File: src/rtl/alu_pkg.sv
// Shared types and constants for the ALU operand stage: op encodings,
// one-hot shifter selects, widths and the buffered operand payload.
package alu_pkg;

  localparam int unsigned DATA_W  = 32;
  localparam int unsigned SHAMT_W = 5;
  localparam int unsigned SEL_W   = 3;
  localparam int unsigned OP_W    = 2;
  localparam int unsigned CNT_W   = 8;

  localparam logic [OP_W-1:0] OP_SLL = 2'b00;
  localparam logic [OP_W-1:0] OP_SRL = 2'b01;
  localparam logic [OP_W-1:0] OP_SRA = 2'b10;
  localparam logic [OP_W-1:0] OP_ILL = 2'b11;

  localparam logic [SEL_W-1:0] SEL_SLL  = 3'b001;
  localparam logic [SEL_W-1:0] SEL_SRL  = 3'b010;
  localparam logic [SEL_W-1:0] SEL_SRA  = 3'b100;
  localparam logic [SEL_W-1:0] SEL_NONE = 3'b000;

  typedef enum logic [1:0] {
    SKID_EMPTY = 2'd0,
    SKID_ONE   = 2'd1,
    SKID_FULL  = 2'd2
  } skid_state_t;

  typedef struct packed {
    logic               zero_force;
    logic [SEL_W-1:0]   sel;
    logic [SHAMT_W-1:0] shamt;
    logic [DATA_W-1:0]  a;
  } operand_t;

  localparam int unsigned OPERAND_W = $bits(operand_t);

  function automatic logic [SEL_W-1:0] op_to_sel(input logic [OP_W-1:0] op);
    logic [SEL_W-1:0] sel;
    sel = SEL_NONE;
    case (op)
      OP_SLL:  sel = SEL_SLL;
      OP_SRL:  sel = SEL_SRL;
      OP_SRA:  sel = SEL_SRA;
      default: sel = SEL_NONE;
    endcase
    return sel;
  endfunction

endpackage

File: src/rtl/alu_skid_buf.sv
// Two-entry skid buffer (main + skid register) with valid/ready handshake;
// ready and valid are registered, main register drives the payload output.
module alu_skid_buf
  import alu_pkg::*;
#(
  parameter int unsigned WIDTH = 8
) (
  input  logic             clk_i,
  input  logic             rst_i,
  input  logic             push_i,
  output logic             ready_o,
  input  logic [WIDTH-1:0] data_i,
  output logic             valid_o,
  input  logic             pop_ready_i,
  output logic [WIDTH-1:0] data_o
);

  skid_state_t      state_q, state_d;
  logic [WIDTH-1:0] main_q, main_d;
  logic [WIDTH-1:0] skid_q, skid_d;
  logic             ready_q, valid_q;
  logic             push_c, pop_c;

  // Next-state and datapath steering.
  always_comb begin
    state_d = state_q;
    main_d  = main_q;
    skid_d  = skid_q;
    push_c  = push_i && ready_q;
    pop_c   = pop_ready_i && valid_q;
    case (state_q)
      SKID_EMPTY: begin
        if (push_c) begin
          main_d  = data_i;
          state_d = SKID_ONE;
        end
      end
      SKID_ONE: begin
        case ({push_c, pop_c})
          2'b10: begin
            skid_d  = data_i;
            state_d = SKID_FULL;
          end
          2'b01: state_d = SKID_EMPTY;
          2'b11: main_d  = data_i;
          default: ;
        endcase
      end
      SKID_FULL: begin
        if (pop_c) begin
          main_d  = skid_q;
          state_d = SKID_ONE;
        end
      end
      default: state_d = SKID_EMPTY;
    endcase
  end

  always_ff @(posedge clk_i) begin
    if (rst_i) begin
      state_q <= SKID_EMPTY;
      main_q  <= '0;
      skid_q  <= '0;
      ready_q <= 1'b1;
      valid_q <= 1'b0;
    end else begin
      state_q <= state_d;
      main_q  <= main_d;
      skid_q  <= skid_d;
      ready_q <= (state_d != SKID_FULL);
      valid_q <= (state_d != SKID_EMPTY);
    end
  end

  assign ready_o = ready_q;
  assign valid_o = valid_q;
  assign data_o  = main_q;

endmodule

File: src/rtl/alu_operand_stage.sv
// Shift-operand stage: decodes op into a one-hot select, buffers operands in a
// skid buffer and counts illegal ops. Define ALU_SHAMT_SAT_EN for zero_force_o.
module alu_operand_stage
  import alu_pkg::*;
(
  input  logic               clk_i,
  input  logic               rst_i,
  input  logic               in_valid_i,
  output logic               in_ready_o,
  input  logic [OP_W-1:0]    op_i,
  input  logic [DATA_W-1:0]  a_i,
  input  logic [DATA_W-1:0]  b_i,
  output logic               out_valid_o,
  input  logic               out_ready_i,
  output logic [DATA_W-1:0]  a_o,
  output logic [SHAMT_W-1:0] shamt_o,
  output logic [SEL_W-1:0]   sel_o,
  output logic               zero_force_o,
  output logic [CNT_W-1:0]   illegal_cnt_o
);

`ifdef ALU_SHAMT_SAT_EN
  localparam bit SAT_EN = 1'b1;
`else
  localparam bit SAT_EN = 1'b0;
`endif

  operand_t         in_op_c;
  operand_t         out_op;
  logic             ready;
  logic             accept_c, push_c, illegal_c;
  logic [CNT_W-1:0] cnt_q;

  // Large shift amounts only matter when saturation is enabled.
  always_comb begin
    in_op_c            = '0;
    in_op_c.a          = a_i;
    in_op_c.shamt      = b_i[SHAMT_W-1:0];
    in_op_c.sel        = op_to_sel(op_i);
    in_op_c.zero_force = SAT_EN & (|b_i[DATA_W-1:SHAMT_W]);
    accept_c           = in_valid_i && ready;
    push_c             = accept_c && (op_i != OP_ILL);
    illegal_c          = accept_c && (op_i == OP_ILL);
  end

  alu_skid_buf #(
    .WIDTH(OPERAND_W)
  ) u_skid (
    .clk_i       (clk_i),
    .rst_i       (rst_i),
    .push_i      (push_c),
    .ready_o     (ready),
    .data_i      (in_op_c),
    .valid_o     (out_valid_o),
    .pop_ready_i (out_ready_i),
    .data_o      (out_op)
  );

  // Saturating illegal-op counter.
  always_ff @(posedge clk_i) begin
    if (rst_i) begin
      cnt_q <= '0;
    end else if (illegal_c && (cnt_q != {CNT_W{1'b1}})) begin
      cnt_q <= cnt_q + CNT_W'(1);
    end
  end

  assign in_ready_o    = ready;
  assign a_o           = out_op.a;
  assign shamt_o       = out_op.shamt;
  assign sel_o         = out_op.sel;
  assign zero_force_o  = out_op.zero_force;
  assign illegal_cnt_o = cnt_q;

endmodule

File: config.mk
export PLATFORM = sky130hd
export DESIGN_NAME = alu_operand_stage
export DESIGN_NICKNAME = d
export VERILOG_FILES = /design/src/rtl/alu_pkg.sv /design/src/rtl/alu_skid_buf.sv /design/src/rtl/alu_operand_stage.sv
export SDC_FILE = /design/constraint.sdc
export NUM_CORES = 1
export LEC_CHECK = 0
export ABC_CLOCK_PERIOD_IN_PS = 2230
export CAP_MARGIN = 10
export CORE_MARGIN = 5
export CORE_UTILIZATION = 30
export DETAILED_ROUTE_END_ITERATION = 16
export PLACE_DENSITY_LB_ADDON = 0.12
export SLEW_MARGIN = 20
export SYNTH_ARGS = -nofsm -noshare
export SYNTH_HDL_FRONTEND = slang
export SYNTH_SLANG_ARGS = --single-unit
File: constraint.sdc
create_clock -name clk_i -period 2.23 [get_ports clk_i]
set_input_delay 0.446 -clock clk_i [delete_from_list [all_inputs] [get_ports clk_i]]
set_output_delay 0.446 -clock clk_i [all_outputs]
set_load 0.01 [all_outputs]
==> insert_results.sql <==
INSERT INTO impl_metrics (metric_group, metric, value, unit) VALUES
('worst_setup_path', 'worstSetupPathType', 'in -> reg', ''),
('layout', 'layout-area-overhead-vs-synth', '38.2', '%'),
('clock_network', 'cts_buffers', '9', ''),
('pwr', 'power.share.clock', '40.1', '%'),
('detailed_routing', 'detail_route.wl_per_cell', '15.1', 'µm'),
('layout', 'num-nets-final', '593', ''),
('layout', 'fillerInstances', '1294', ''),
('sta', 'worstMarginPinSlew', '0.547', 'ns'),
('layout', 'finalNonFillerCells', '701', ''),
('clock_network', 'clk_root_buffer_cell', 'sky130_fd_sc_hd__clkbuf_16', ''),
('worst_setup_path', 'critical_path.max_fanout', '21', ''),
('yosys', 'post_synth_inst_count', '435', ''),
('clock_network', 'numClockSinks', '92', ''),
('worst_setup_path', 'max_stage_delay', '0.47', 'ns'),
('floorplan', 'die_outline_area', '15800', 'µm²'),
('sta', 'timing.final.crit_share', '89.3', '%'),
('clock_network', 'post_cts_hold_buffer_count', '0', ''),
('clock_network', 'path_clk_slew', '0.06', 'ns'),
('sta', 'achievable-frequency', '502', 'MHz'),
('yosys', 'synthDistinctLibCells', '34', ''),
('layout', 'multiInputGateArea', '2020', 'µm²'),
('clock_network', 'clock_tree_from_tritoncts', 'built', ''),
('yosys', 'synth_top_area_cell', 'sky130_fd_sc_hd__dfxtp_1', ''),
('yosys', 'yosysSeqAreaShare', '45.8', '%'),
('pwr', 'power_density', '763', 'nW/µm²'),
('grt', 'antenna_violations_before_repair', '0', ''),
('yosys', 'synth_largest_type_area_fraction', '45.8', '%'),
('yosys', 'async_reset_ff_share', '0', '%'),
('worst_setup_path', 'critPathBufInv', '2', ''),
('worst_setup_path', 'timing.rr.start', 'u_skid.ready_o', ''),
('worst_hold_path', 'hold_path.class', 'reg -> reg', ''),
('yosys', 'synth_area', '4020', 'µm²'),
('detailed_routing', 'dr_total_vias', '3342', ''),
('place', 'io_buffer_count', '92', ''),
('job', 'timing.max_cap.violations', '0', ''),
('sta', 'rsz0062_at_grt', 'false', ''),
('pwr', 'power.combinational.fraction', '17.3', '%'),
('floorplan', 'floorplan.core_area', '13200', 'µm²'),
('yosys', 'synth.net_count', '508', ''),
('sta', 'setup_viol', '0', ''),
('clock_network', 'clkLatencyLatePin', '0.34', 'ns'),
('yosys', 'most_common_cell_in_the_synthesized_netlist', 'sky130_fd_sc_hd__dfxtp_1', ''),
('worst_setup_path', 'timing.critical_path.from_type', 'input port', ''),
('floorplan', 'row_count', '42', ''),
('worst_setup_path', 'worst_setup_path_end_kind', 'register', ''),
('grt', 'gr-usage-all-layers', '13.7', '%'),
('layout', 'antenna_cells_inserted', '0', ''),
('clock_network', 'ctsLongestPathBuffers', '2', ''),
('place', 'dpl.cell_count', '685', ''),
('place', 'place.gp.congestion', '0.737', ''),
('grt', 'grt-ovfl-total', '0', ''),
('floorplan', 'initial_utilization', '30.5', '%'),
('worst_setup_path', 'reg2reg_to', 'u_skid.data_o[12]', ''),
('yosys', 'synth_ff_type', 'sky130_fd_sc_hd__dfxtp_1', ''),
('yosys', 'synth_edf_count', '0', ''),
('yosys', 'synth_seq_cells', '92', ''),
('detailed_routing', 'drt_drc_violations_left', '0', ''),
('place', 'post-dp-hpwl', '6.93', 'mm'),
('worst_setup_path', 'cp.depth', '8', ''),
('sta', 'fin_worst_skew', '0.00424', 'ns'),
('worst_setup_path', 'crit_slowest_cell', 'sky130_fd_sc_hd__clkdlybuf4s50_1', ''),
('worst_setup_path', 'cp_cell_sequence', 'clkdlybuf4s50_1, nand2_1, a21oi_1, ha_1, o2bb2ai_4, buf_4, nor3_1, a211oi_2', ''),
('detailed_routing', 'route.detailed.vias_per_inst', '4.77', ''),
('pwr', 'vdd.ir_drop.worst', '0.000299', 'V'),
('floorplan', 'chipWidth', '126', 'µm'),
('pwr', 'internal_power', '3.20', 'mW'),
('clock_network', 'cts_resized', '0', ''),
('worst_setup_path', 'timing.critical_path.arrival', '2.25', 'ns'),
('floorplan', 'io_count', '121', ''),
('run_status', 'status', 'completed', ''),
('worst_setup_path', 'worst_setup_path_endpoint', 'u_skid.data_o[12]', '');
[worst min path at each step]
stage                            from           endpoint  slack (ns)  depth (start not counted)
CTS                 u_skid.skid_q[19]  u_skid.skid_q[19]        0.45                          2
global placement     u_skid.skid_q[8]   u_skid.skid_q[8]        0.44                          2
finish              u_skid.skid_q[19]  u_skid.skid_q[19]        0.45                          2
floorplan            u_skid.skid_q[0]   u_skid.skid_q[0]        0.44                          2
detailed placement  u_skid.skid_q[19]  u_skid.skid_q[19]        0.45                          2
global route        u_skid.skid_q[19]  u_skid.skid_q[19]        0.47                          2
[per-stage QoR]
step           setup slack (ns)  instance area (µm²)  hold slack [ns]  setup TNS (ns)  util, %
5_1_grt                   0.126                 5560            0.471               0     42.2
3_5_place_dp             -0.110                 5230            0.446           -3.14     39.6
4_1_cts                   0.244                 5560            0.455               0     42.2
2_1_floorplan             0.499                 4020            0.436               0        -
3_3_place_gp            -0.0625                 5230            0.441           -1.88     39.6
6_report                  0.239                 5560            0.453               0     42.2
[layout make-up]
| cell class | count | area share [%] |
|---|---|---|
| inverter | 3 | 0.202 |
| clock buffer | 12 | 4.79 |
| tap | 176 | 3.96 |
| multi-input combinational | 302 | 36.3 |
| timing repair buffer | 112 | 20.3 |
| clock inverter | 4 | 1.26 |
| sequential | 92 | 33.1 |
[registers in the layout (all words and copies together) (netlist names)]
register and flops:
u_skid.data_o 40, u_skid.ready_o 1, u_skid.valid_o 1, illegal_cnt_o 8
u_skid.skid_q 40, u_skid.state_q 2
[cell usage in the layout (no fill, tap or decap), types with 2 or more instances in the layout]
| master | Yosys | layout |
|---|---|---|
| sky130_fd_sc_hd__bufinv_16 | 0 | 2 |
| sky130_fd_sc_hd__nand3_1 | 2 | 2 |
| sky130_fd_sc_hd__o211ai_1 | 2 | 2 |
| sky130_fd_sc_hd__ha_1 | 3 | 3 |
| sky130_fd_sc_hd__clkdlybuf4s50_1 | 0 | 91 |
| sky130_fd_sc_hd__a21oi_1 | 43 | 43 |
| sky130_fd_sc_hd__a211oi_1 | 2 | 2 |
| sky130_fd_sc_hd__buf_4 | 6 | 16 |
| sky130_fd_sc_hd__clkbuf_16 | 0 | 9 |
| sky130_fd_sc_hd__clkbuf_8 | 0 | 3 |
| sky130_fd_sc_hd__clkinv_2 | 0 | 2 |
| sky130_fd_sc_hd__buf_12 | 0 | 5 |
| sky130_fd_sc_hd__nand2_1 | 84 | 84 |
| sky130_fd_sc_hd__xor2_1 | 3 | 3 |
| sky130_fd_sc_hd__and3_1 | 2 | 2 |
| sky130_fd_sc_hd__a211oi_2 | 40 | 40 |
| sky130_fd_sc_hd__nor3_1 | 45 | 45 |
| sky130_fd_sc_hd__inv_1 | 3 | 3 |
| sky130_fd_sc_hd__nor2_1 | 12 | 12 |
| sky130_fd_sc_hd__mux2i_1 | 41 | 41 |
| sky130_fd_sc_hd__dfxtp_1 | 92 | 92 |
| sky130_fd_sc_hd__a31oi_1 | 3 | 3 |
| sky130_fd_sc_hd__nor2b_1 | 3 | 3 |
| sky130_fd_sc_hd__a311oi_1 | 2 | 2 |
[worst min-delay path: cells and delay by family, from the launching register on]
family	cells	cell delay [ns]
AO/OA/AOI/OAI	1	0.05
flip-flops	1	0.31
AND/OR/NAND/NOR	1	0.05
[cells by family after synthesis]
group,Yosys count,synth area share (%)
and+or+nand+nor,157,17.3
buffers and inverters,41,4.60
xor gates and xnor gates,3,0.653
DFF,92,45.8
AOI/OAI and AO/OA,97,20.5
muxes,41,10.2
other,1,0.0932
adders and majority gates,3,0.933
[power by group through the flow]
| stage | combinational [mW] | sequential [mW] | clock, mW |
|---|---|---|---|
| 2_1_floorplan | 0.355 | 1.87 | 0 |
| 3_3_place_gp | 0.739 | 1.84 | 0 |
| 3_5_place_dp | 0.746 | 1.84 | 0 |
| 4_1_cts | 0.750 | 1.81 | 1.76 |
| 5_1_grt | 0.801 | 1.82 | 1.84 |
| 6_report | 0.734 | 1.81 | 1.70 |
[metal layers]
layer	share of wire [%]	global-route usage (%)	vias to the layer above
li1	-	-	1705
met1	47	18.0	1554
met2	47	21.8	68
met3	3.8	2.84	15
met4	2.2	6.25	0
met5	0	0	-
No activity file was read; power rests on OpenSTA's default activity.
